### config.mk
export PLATFORM = sky130hd
export DESIGN_NAME = pipe_hazard_ctrl_flat
export DESIGN_NICKNAME = d
export VERILOG_FILES = /design/src/rtl/pipe_hazard_ctrl_if.sv /design/src/rtl/pipe_hazard_ctrl.sv /design/src/flat_wrapper.sv
export SDC_FILE = /design/constraint.sdc
export NUM_CORES = 1
export LEC_CHECK = 0
export ABC_AREA = 1
export CAP_MARGIN = 25
export CORE_MARGIN = 8
export CORE_UTILIZATION = 33
export DETAILED_ROUTE_END_ITERATION = 10
export PLACE_DENSITY_LB_ADDON = 0.25
export SLEW_MARGIN = 30
export SYNTH_ARGS = -nofsm -noshare
export SYNTH_HDL_FRONTEND = slang
export SYNTH_SLANG_ARGS = --single-unit
### constraint.sdc
create_clock -name clk -period 2 [get_ports clk]
set_clock_uncertainty 0.1 [all_clocks]
set_input_delay 0.5 -clock clk [delete_from_list [all_inputs] [get_ports clk]]
set_output_delay 0.5 -clock clk [all_outputs]
set_load 0.005 [all_outputs]
### src/rtl/pipe_hazard_ctrl_if.sv
// Hazard-controller bundle: ID/EX hazard inputs, pipeline enable/flush/bubble
// controls and the statistics counters, with master (pipeline) and slave (controller) views.
interface pipe_hazard_ctrl_if;
  logic [4:0]  id_rs;
  logic [4:0]  id_rt;
  logic        id_uses_rs;
  logic        id_uses_rt;
  logic        ex_memread;
  logic [4:0]  ex_rt;
  logic        ex_branch_taken;
  logic        ex_jump;
  logic        ex_md_start;
  logic        pc_en;
  logic        ifid_en;
  logic        ifid_flush;
  logic        idex_en;
  logic        idex_bubble;
  logic        md_busy;
  logic [31:0] stall_cycles;
  logic [31:0] flush_count;

  modport master (
    output id_rs, id_rt, id_uses_rs, id_uses_rt, ex_memread, ex_rt,
           ex_branch_taken, ex_jump, ex_md_start,
    input  pc_en, ifid_en, ifid_flush, idex_en, idex_bubble, md_busy,
           stall_cycles, flush_count
  );

  modport slave (
    input  id_rs, id_rt, id_uses_rs, id_uses_rt, ex_memread, ex_rt,
           ex_branch_taken, ex_jump, ex_md_start,
    output pc_en, ifid_en, ifid_flush, idex_en, idex_bubble, md_busy,
           stall_cycles, flush_count
  );
endinterface

### src/rtl/pipe_hazard_ctrl.sv
// Pipeline sequencing controller: load-use stall, EX redirect flush, mult/div freeze.
// Optional HAZ_STATS_EN builds saturating stall/flush statistics counters.
module pipe_hazard_ctrl #(
  parameter int MD_LATENCY = 8,
  parameter int CNT_W      = $clog2(MD_LATENCY + 1)
) (
  input  logic             clk,
  input  logic             reset,
  pipe_hazard_ctrl_if.slave bus
);

  typedef enum logic {RUN = 1'b0, MD_WAIT = 1'b1} state_t;

  // The start cycle is itself frozen, so MD_WAIT covers the remaining MD_LATENCY-2 cycles.
  localparam int              MD_WAIT_CYCLES = (MD_LATENCY > 2) ? (MD_LATENCY - 2) : 0;
  localparam bit              MD_STALLS      = (MD_LATENCY > 1);
  localparam bit              MD_HAS_WAIT    = (MD_LATENCY > 2);
  localparam logic [CNT_W-1:0] MD_LOAD       = CNT_W'(MD_WAIT_CYCLES);
  localparam logic [CNT_W-1:0] CNT_ZERO      = CNT_W'(0);
  localparam logic [CNT_W-1:0] CNT_ONE       = CNT_W'(1);

  state_t           stateR;
  state_t           stateN;
  logic [CNT_W-1:0] mdCntR;
  logic [CNT_W-1:0] mdCntN;
  logic             loadUseS;
  logic             redirectS;
  logic             pcEnS;
  logic             ifidEnS;
  logic             ifidFlushS;
  logic             idexEnS;
  logic             idexBubbleS;
  logic             mdBusyS;

  // Hazard detection; register 0 is hard-wired and never produces a dependency.
  always_comb begin
    redirectS = bus.ex_branch_taken | bus.ex_jump;
    loadUseS  = bus.ex_memread & (bus.ex_rt != 5'd0) &
                ((bus.id_uses_rs & (bus.id_rs == bus.ex_rt)) |
                 (bus.id_uses_rt & (bus.id_rt == bus.ex_rt)));
  end

  // FSM state and mult/div down-counter registers.
  always_ff @(posedge clk) begin
    stateR <= stateN;
    mdCntR <= mdCntN;
  end

  // Next-state and control outputs; priority redirect > mult/div start > load-use.
  always_comb begin
    stateN      = stateR;
    mdCntN      = mdCntR;
    pcEnS       = 1'b0;
    ifidEnS     = 1'b0;
    ifidFlushS  = 1'b0;
    idexEnS     = 1'b0;
    idexBubbleS = 1'b0;
    mdBusyS     = 1'b0;
    if (reset) begin
      stateN = RUN;
      mdCntN = CNT_ZERO;
    end else begin
      case (stateR)
        RUN: begin
          pcEnS   = 1'b1;
          ifidEnS = 1'b1;
          idexEnS = 1'b1;
          if (redirectS) begin
            ifidFlushS  = 1'b1;
            idexBubbleS = 1'b1;
          end else if (bus.ex_md_start && MD_STALLS) begin
            pcEnS   = 1'b0;
            ifidEnS = 1'b0;
            idexEnS = 1'b0;
            mdBusyS = 1'b1;
            if (MD_HAS_WAIT) begin
              stateN = MD_WAIT;
              mdCntN = MD_LOAD;
            end else begin
              stateN = RUN;
              mdCntN = CNT_ZERO;
            end
          end else if (loadUseS) begin
            pcEnS       = 1'b0;
            ifidEnS     = 1'b0;
            idexBubbleS = 1'b1;
          end else begin
            idexBubbleS = 1'b0;
          end
        end
        MD_WAIT: begin
          mdBusyS = 1'b1;
          if (mdCntR <= CNT_ONE) begin
            stateN = RUN;
            mdCntN = CNT_ZERO;
          end else begin
            mdCntN = mdCntR - CNT_ONE;
          end
        end
        default: begin
          stateN = RUN;
          mdCntN = CNT_ZERO;
        end
      endcase
    end
  end

  assign bus.pc_en       = pcEnS;
  assign bus.ifid_en     = ifidEnS;
  assign bus.ifid_flush  = ifidFlushS;
  assign bus.idex_en     = idexEnS;
  assign bus.idex_bubble = idexBubbleS;
  assign bus.md_busy     = mdBusyS;

`ifdef HAZ_STATS_EN
  logic [31:0] stallCyclesR;
  logic [31:0] flushCountR;

  // Saturating statistics counters, cleared by reset.
  always_ff @(posedge clk) begin
    if (reset) begin
      stallCyclesR <= 32'd0;
      flushCountR  <= 32'd0;
    end else begin
      if (!pcEnS && (stallCyclesR != 32'hFFFF_FFFF)) begin
        stallCyclesR <= stallCyclesR + 32'd1;
      end
      if (ifidFlushS && (flushCountR != 32'hFFFF_FFFF)) begin
        flushCountR <= flushCountR + 32'd1;
      end
    end
  end

  assign bus.stall_cycles = stallCyclesR;
  assign bus.flush_count  = flushCountR;
`else
  assign bus.stall_cycles = 32'd0;
  assign bus.flush_count  = 32'd0;
`endif

endmodule
### src/flat_wrapper.sv
// flat-port wrapper written by rule: the top's interface ports become plain ports
module pipe_hazard_ctrl_flat 
#(
  parameter int MD_LATENCY = 8,
  parameter int CNT_W      = $clog2(MD_LATENCY + 1)
)
  (clk, reset, bus_id_rs, bus_id_rt, bus_id_uses_rs, bus_id_uses_rt, bus_ex_memread, bus_ex_rt, bus_ex_branch_taken, bus_ex_jump, bus_ex_md_start, bus_pc_en, bus_ifid_en, bus_ifid_flush, bus_idex_en, bus_idex_bubble, bus_md_busy, bus_stall_cycles, bus_flush_count);
  pipe_hazard_ctrl_if bus_i ();
  input  logic clk;
  input  logic reset;
  input wire logic [$bits(bus_i.id_rs)-1:0] bus_id_rs;
  input wire logic [$bits(bus_i.id_rt)-1:0] bus_id_rt;
  input wire logic [$bits(bus_i.id_uses_rs)-1:0] bus_id_uses_rs;
  input wire logic [$bits(bus_i.id_uses_rt)-1:0] bus_id_uses_rt;
  input wire logic [$bits(bus_i.ex_memread)-1:0] bus_ex_memread;
  input wire logic [$bits(bus_i.ex_rt)-1:0] bus_ex_rt;
  input wire logic [$bits(bus_i.ex_branch_taken)-1:0] bus_ex_branch_taken;
  input wire logic [$bits(bus_i.ex_jump)-1:0] bus_ex_jump;
  input wire logic [$bits(bus_i.ex_md_start)-1:0] bus_ex_md_start;
  output wire logic [$bits(bus_i.pc_en)-1:0] bus_pc_en;
  output wire logic [$bits(bus_i.ifid_en)-1:0] bus_ifid_en;
  output wire logic [$bits(bus_i.ifid_flush)-1:0] bus_ifid_flush;
  output wire logic [$bits(bus_i.idex_en)-1:0] bus_idex_en;
  output wire logic [$bits(bus_i.idex_bubble)-1:0] bus_idex_bubble;
  output wire logic [$bits(bus_i.md_busy)-1:0] bus_md_busy;
  output wire logic [$bits(bus_i.stall_cycles)-1:0] bus_stall_cycles;
  output wire logic [$bits(bus_i.flush_count)-1:0] bus_flush_count;
  assign bus_i.id_rs = bus_id_rs;
  assign bus_i.id_rt = bus_id_rt;
  assign bus_i.id_uses_rs = bus_id_uses_rs;
  assign bus_i.id_uses_rt = bus_id_uses_rt;
  assign bus_i.ex_memread = bus_ex_memread;
  assign bus_i.ex_rt = bus_ex_rt;
  assign bus_i.ex_branch_taken = bus_ex_branch_taken;
  assign bus_i.ex_jump = bus_ex_jump;
  assign bus_i.ex_md_start = bus_ex_md_start;
  assign bus_pc_en = bus_i.pc_en;
  assign bus_ifid_en = bus_i.ifid_en;
  assign bus_ifid_flush = bus_i.ifid_flush;
  assign bus_idex_en = bus_i.idex_en;
  assign bus_idex_bubble = bus_i.idex_bubble;
  assign bus_md_busy = bus_i.md_busy;
  assign bus_stall_cycles = bus_i.stall_cycles;
  assign bus_flush_count = bus_i.flush_count;
  pipe_hazard_ctrl #(.MD_LATENCY(MD_LATENCY), .CNT_W(CNT_W)) u_core (.clk(clk), .reset(reset), .bus(bus_i));
endmodule
Yosys cells after proc, flatten, opt, wreduce, memory -nomap -nowiden. Index checks and enable logic that the tools add are counted.

Logic and storage cells: 44. Flip-flop bits (word level): 5. Input port bits: 23. Output and inout port bits: 70.

$add $sub $neg: 1. Reduce and logical (&&, ||, !) cells: 2. Equal/unequal tests: 4. Bitwise logic cells: 7. Order comparisons: 1. Multiplexer cells: 27.

Operators by type and width (count): $mux W1 (21); $mux W4 (3); $eq A5 B5 Y1 (2); $pmux W4 S2 (1); $reduce_bool A5 Y1 (1); $and A1 B1 Y1 (4); $le A4 B1 Y1 const B (1); $ne A2 B2 Y1 const B (2); $pmux W1 S2 (2); $sub A4 B1 Y4 const B (1); $or A1 B1 Y1 (2); $reduce_and A2 Y1 (1); $not A1 Y1 (1).

Depth between registers and ports, before layout.
Depth after elaboration: 9. Depth in mapped cells: 10. Depth with buffers taken out: 9.

Worst setup path before layout. OpenSTA, ideal clock, no wires.

Path kind: input to output. From: input port bus_ex_jump. To: output port bus_pc_en. Cell stages on the path: 5. Path slack: 262 ps. Arrival: 1138 ps. Path buffers: 1. Required time: 1400 ps. Path through: o21ai_0 nand3_1 nand2_1 inv_1 buf_4.

Longest elaborated chain between the ends: 4.

RTL lines: start: declaration (RTL line flat_wrapper.sv:18) `input wire logic [$bits(bus_i.ex_jump)-1:0] bus_ex_jump;`; $or A1 B1 Y1 (RTL line pipe_hazard_ctrl.sv:37) `redirectS = bus.ex_branch_taken | bus.ex_jump;`; $mux W1 (3 in a row); end: declaration (RTL line flat_wrapper.sv:20) `output wire logic [$bits(bus_i.pc_en)-1:0] bus_pc_en;`.

No other way between the ends.

Worst setup path after layout.
From: input port bus_id_uses_rs. To: output port bus_idex_bubble.

Longest elaborated chain between the ends: 8.

RTL lines: start: declaration (RTL line flat_wrapper.sv:13) `input wire logic [$bits(bus_i.id_uses_rs)-1:0] bus_id_uses_rs;`; $and A1 B1 Y1 (RTL line pipe_hazard_ctrl.sv:39) `((bus.id_uses_rs & (bus.id_rs == bus.ex_rt)) |`; $or A1 B1 Y1 (RTL line pipe_hazard_ctrl.sv:39); $and A1 B1 Y1 (RTL line pipe_hazard_ctrl.sv:38) `loadUseS = bus.ex_memread & (bus.ex_rt != 5'd0) &`; $mux W1 (RTL line pipe_hazard_ctrl.sv:83) `end else if (loadUseS) begin`; $mux W1 (RTL line pipe_hazard_ctrl.sv:71) `end else if (bus.ex_md_start && MD_STALLS) begin`; $mux W1 (RTL line pipe_hazard_ctrl.sv:68) `if (redirectS) begin`; $mux W1 (RTL line pipe_hazard_ctrl.sv:63) `case (stateR)`; $mux W1 (RTL line pipe_hazard_ctrl.sv:59) `if (reset) begin`; end: declaration (RTL line flat_wrapper.sv:24) `output wire logic [$bits(bus_i.idex_bubble)-1:0] bus_idex_bubble;`.

No other way between the ends.

==> flow_metrics.py <==
metrics = {
    "global_route": {
        "grt-busiest-layer": "met2",
        "grtUsageMet2_pct": 16.73,
        "grt_remaining_overflow": 0,
        "grt_pass1_vias": 837,
        "use_met1_pct": 8.807,
        "antenna_found_initial": 0,
        "gr-usage-all-layers_pct": 9.020,
        "grt_first_pass_wirelength_microns": 3795,
        "grt_util_met3_pct": 4.184,
        "grt_max_degree": 5,
    },
    "place": {
        "io_buffers": 28,
        "dp_slack_ns": -0.7700,
        "place.gp.congestion": 0.7884,
        "dpl.hpwl_microns": 2047,
    },
    "cells_and_area": {
        "syn_to_final_growth_pct": 12.80,
        "mostFrequentLayoutCell": "conb_1",
        "drive_gt1_share_pct": 24.76,
        "final_cell_mix": "conb_1, nand2_1, inv_1, nor2_1, buf_4",
        "diodes": 0,
        "nets": 232,
    },
    "worst_setup_path": {
        "crit_fanout": 2,
        "crit_chain": "dlygate4sd2_1 -> nand2_1 -> nor2_1 -> nand3_1 -> nand2_1 -> nand2_1 -> a21oi_2 -> buf_2",
        "cp.required_ns": 1.40,
        "worst_setup_path_start_kind": "input port",
        "r2r_end": "u_core.mdCntR[1]$_SDFFE_PP0P_",
        "critPathTopFamily": "simple AND/OR/NAND/NOR gates",
        "cp_common_cell": "nand2_1",
        "max_stage_delay_ns": 0.19,
        "cp_num_buf_inv": 2,
        "worst-setup-path-type": "in2out",
        "slowest_stage": "dlygate4sd2_1",
        "r2r_start": "u_core.mdCntR[0]$_SDFFE_PP0P_",
        "worstPathArrival_ns": 1.31,
        "r2r_slack_ns": 0.66,
        "ff2ff_path_depth": 7,
        "cp-end-kind": "primary output",
    },
    "cts": {
        "cts_max_level": 1,
        "cts_made_buffers": 3,
        "clock_latency_ns": 0.25,
        "cts-root-buf": "clkbuf_4",
        "cts_buffer_depth": 2,
        "cts.sinks": 5,
        "postCtsHoldBufs": 0,
        "path_clk_slew_ns": 0.05,
        "cts_tree": "yes",
    },
    "die": {
        "io_pins": 93,
        "start_util_pct": 33.82,
        "dieWidth_microns": 71.25,
        "fp.dieArea_sq_um": 5076,
        "fp.coreArea_sq_um": 2978,
        "rows": 20,
        "dieHeight_microns": 71.25,
    },
    "worst_hold_path": {
        "min_from": "u_core.mdCntR[2]$_SDFFE_PP0P_",
        "min_to": "u_core.mdCntR[2]$_SDFFE_PP0P_",
        "min_path_cells": 2,
        "min_path_type": "reg2reg",
    },
    "routing": {
        "first_pass_iters": 4,
        "drt_iter0_drc": 35,
        "wirelength_microns": 2315,
        "postRouteAntennaNets": 0,
        "drc": 0,
        "viasPerCell": 3.565,
        "routed-via-count": 852,
        "wl_per_cell_microns": 9.686,
    },
    "timing": {
        "whs_ns": 0.4167,
        "setup_viol": 0,
        "maxSlewViolCount": 0,
        "hold_viol_final": 0,
        "rsz0062_at_grt": "no",
        "max_clock_freq_ghz": 0.5238,
        "period_minus_slack_ns": 1.909,
        "period_share_pct": 95.46,
        "setup_ws_ns": 0.09073,
    },
    "yosys": {
        "syn_area_sq_um": 1007,
        "synth_cell_types": 18,
        "syn_inst": 166,
        "seq_area_frac_synth_pct": 9.938,
        "synth-seq-cells": 5,
        "synth_area_per_cell_sq_um": 6.068,
        "yosys_warnings": 0,
    },
    "power": {
        "powerDensity_nw_per_um2": 369.9,
        "p_switching_uw": 156.8,
        "swShare_pct": 37.32,
        "pwr-share-clk_pct": 29.1,
        "internal_power_uw": 263.4,
        "ir_worst_vdd_uv": 124.2,
        "leakagePower_uw": 0.0007335,
        "power_frac_seq_pct": 26.5,
        "combPwrFrac_pct": 44.4,
    },
    "status": {
        "status": "finished, final reports clean",
    },
    "run": {
        "cap_violations": 0,
    },
}
-- final cells by class --
| cell class | count | area [sq um] |
|---|---|---|
| well taps | 33 | 41.29 |
| fillers | 343 | 1842 |
| clock buffers | 4 | 26.28 |
| inverters | 23 | 86.33 |
| flip-flops and latches | 5 | 100.1 |
| repair buffers | 38 | 289.0 |
| multi-input cells | 136 | 593.1 |
-- tightest hold or removal path: cells and delay by family, from the launching register on --
family / cells / cell delay, ns
simple gates: 1 / 0.07
compound gates: 1 / 0.07
flops: 1 / 0.32
-- metal layers --
| metal | share of wire (%) | vias to the layer above | wire (microns) |
|---|---|---|---|
| li1 | - | 451 | - |
| met1 | 39 | 357 | 913 |
| met2 | 52 | 42 | 1212 |
| met3 | 7.6 | 2 | 176 |
| met4 | 0.52 | 0 | 12 |
| met5 | 0 | - | 0 |
-- sequential cells by signal (all words and copies together) (netlist names) --
register	cells
u_core.mdCntR	4
u_core.stateR	1
-- through the flow --
step	instances	util (%)	total power, uW	area [sq um]	TNS [ns]
2_1_floorplan	229	-	302.2	1244	0
3_3_place_gp	233	38.19	305.2	1137	-3.622
3_5_place_dp	233	38.19	304.4	1137	-3.599
4_1_cts	239	38.61	419.9	1150	0
5_1_grt	239	38.15	464.5	1136	0
6_report	239	38.15	420.2	1136	0
-- power by group through the flow --
stage,registers (uW),logic [uW],clock network (uW)
3_5_place_dp,113,191,0
2_1_floorplan,112,190,0
3_3_place_gp,113,192,0
4_1_cts,111,181,128
5_1_grt,112,215,137
6_report,111,187,122
-- cells by family (layout without fill, tap and decap cells) --
group           after synthesis  after routing  synth area share [%]
compound gates                9              9                 4.968
xor+xnor                      1              1                0.8697
fa+ha+maj                     2              2                 2.484
buf+inv                      88             65                 57.02
flops                         5              5                 9.938
other cells                   1             64                0.3723
simple gates                 60             60                 24.35
-- worst max-delay path by stage --
stage	startpoint	to	slack [ns]	cells past startpoint
final	bus_id_uses_rs	bus_idex_bubble	0.09	8
after global routing	bus_id_rt[1]	bus_idex_bubble	0.003	10
after CTS	bus_id_rs[1]	bus_pc_en	0.004	11
after detailed placement	bus_ex_rt[4]	bus_idex_bubble	-0.77	10
after global placement	bus_ex_rt[4]	bus_idex_bubble	-0.77	10
after floorplan	bus_ex_jump	bus_pc_en	0.26	5
-- synth_stat cells --
library cell / number / area share, %
a21oi_1: 1 / 0.50
a21oi_2: 1 / 0.87
a31oi_1: 1 / 0.62
buf_4: 65 / 48
conb_1: 1 / 0.37
dfxtp_1: 5 / 9.9
ha_1: 2 / 2.5
inv_1: 17 / 6.3
inv_2: 6 / 2.2
nand2_1: 36 / 13
nand2_2: 1 / 0.62
nand3_1: 8 / 4.0
nand4_1: 2 / 1.2
nor2_1: 12 / 4.5
nor2_2: 1 / 0.62
o21ai_0: 5 / 2.5
o21ai_1: 1 / 0.50
xnor2_1: 1 / 0.87
-- repair_timing --
action                                 CTS  global route
setup buffers                            2             0
resized for setup                       81            23
pin swaps                               23            22
endpoints found under the hold margin    0             0
setup endpoints to repair                6             5
Power figures use the tool's default switching activity.
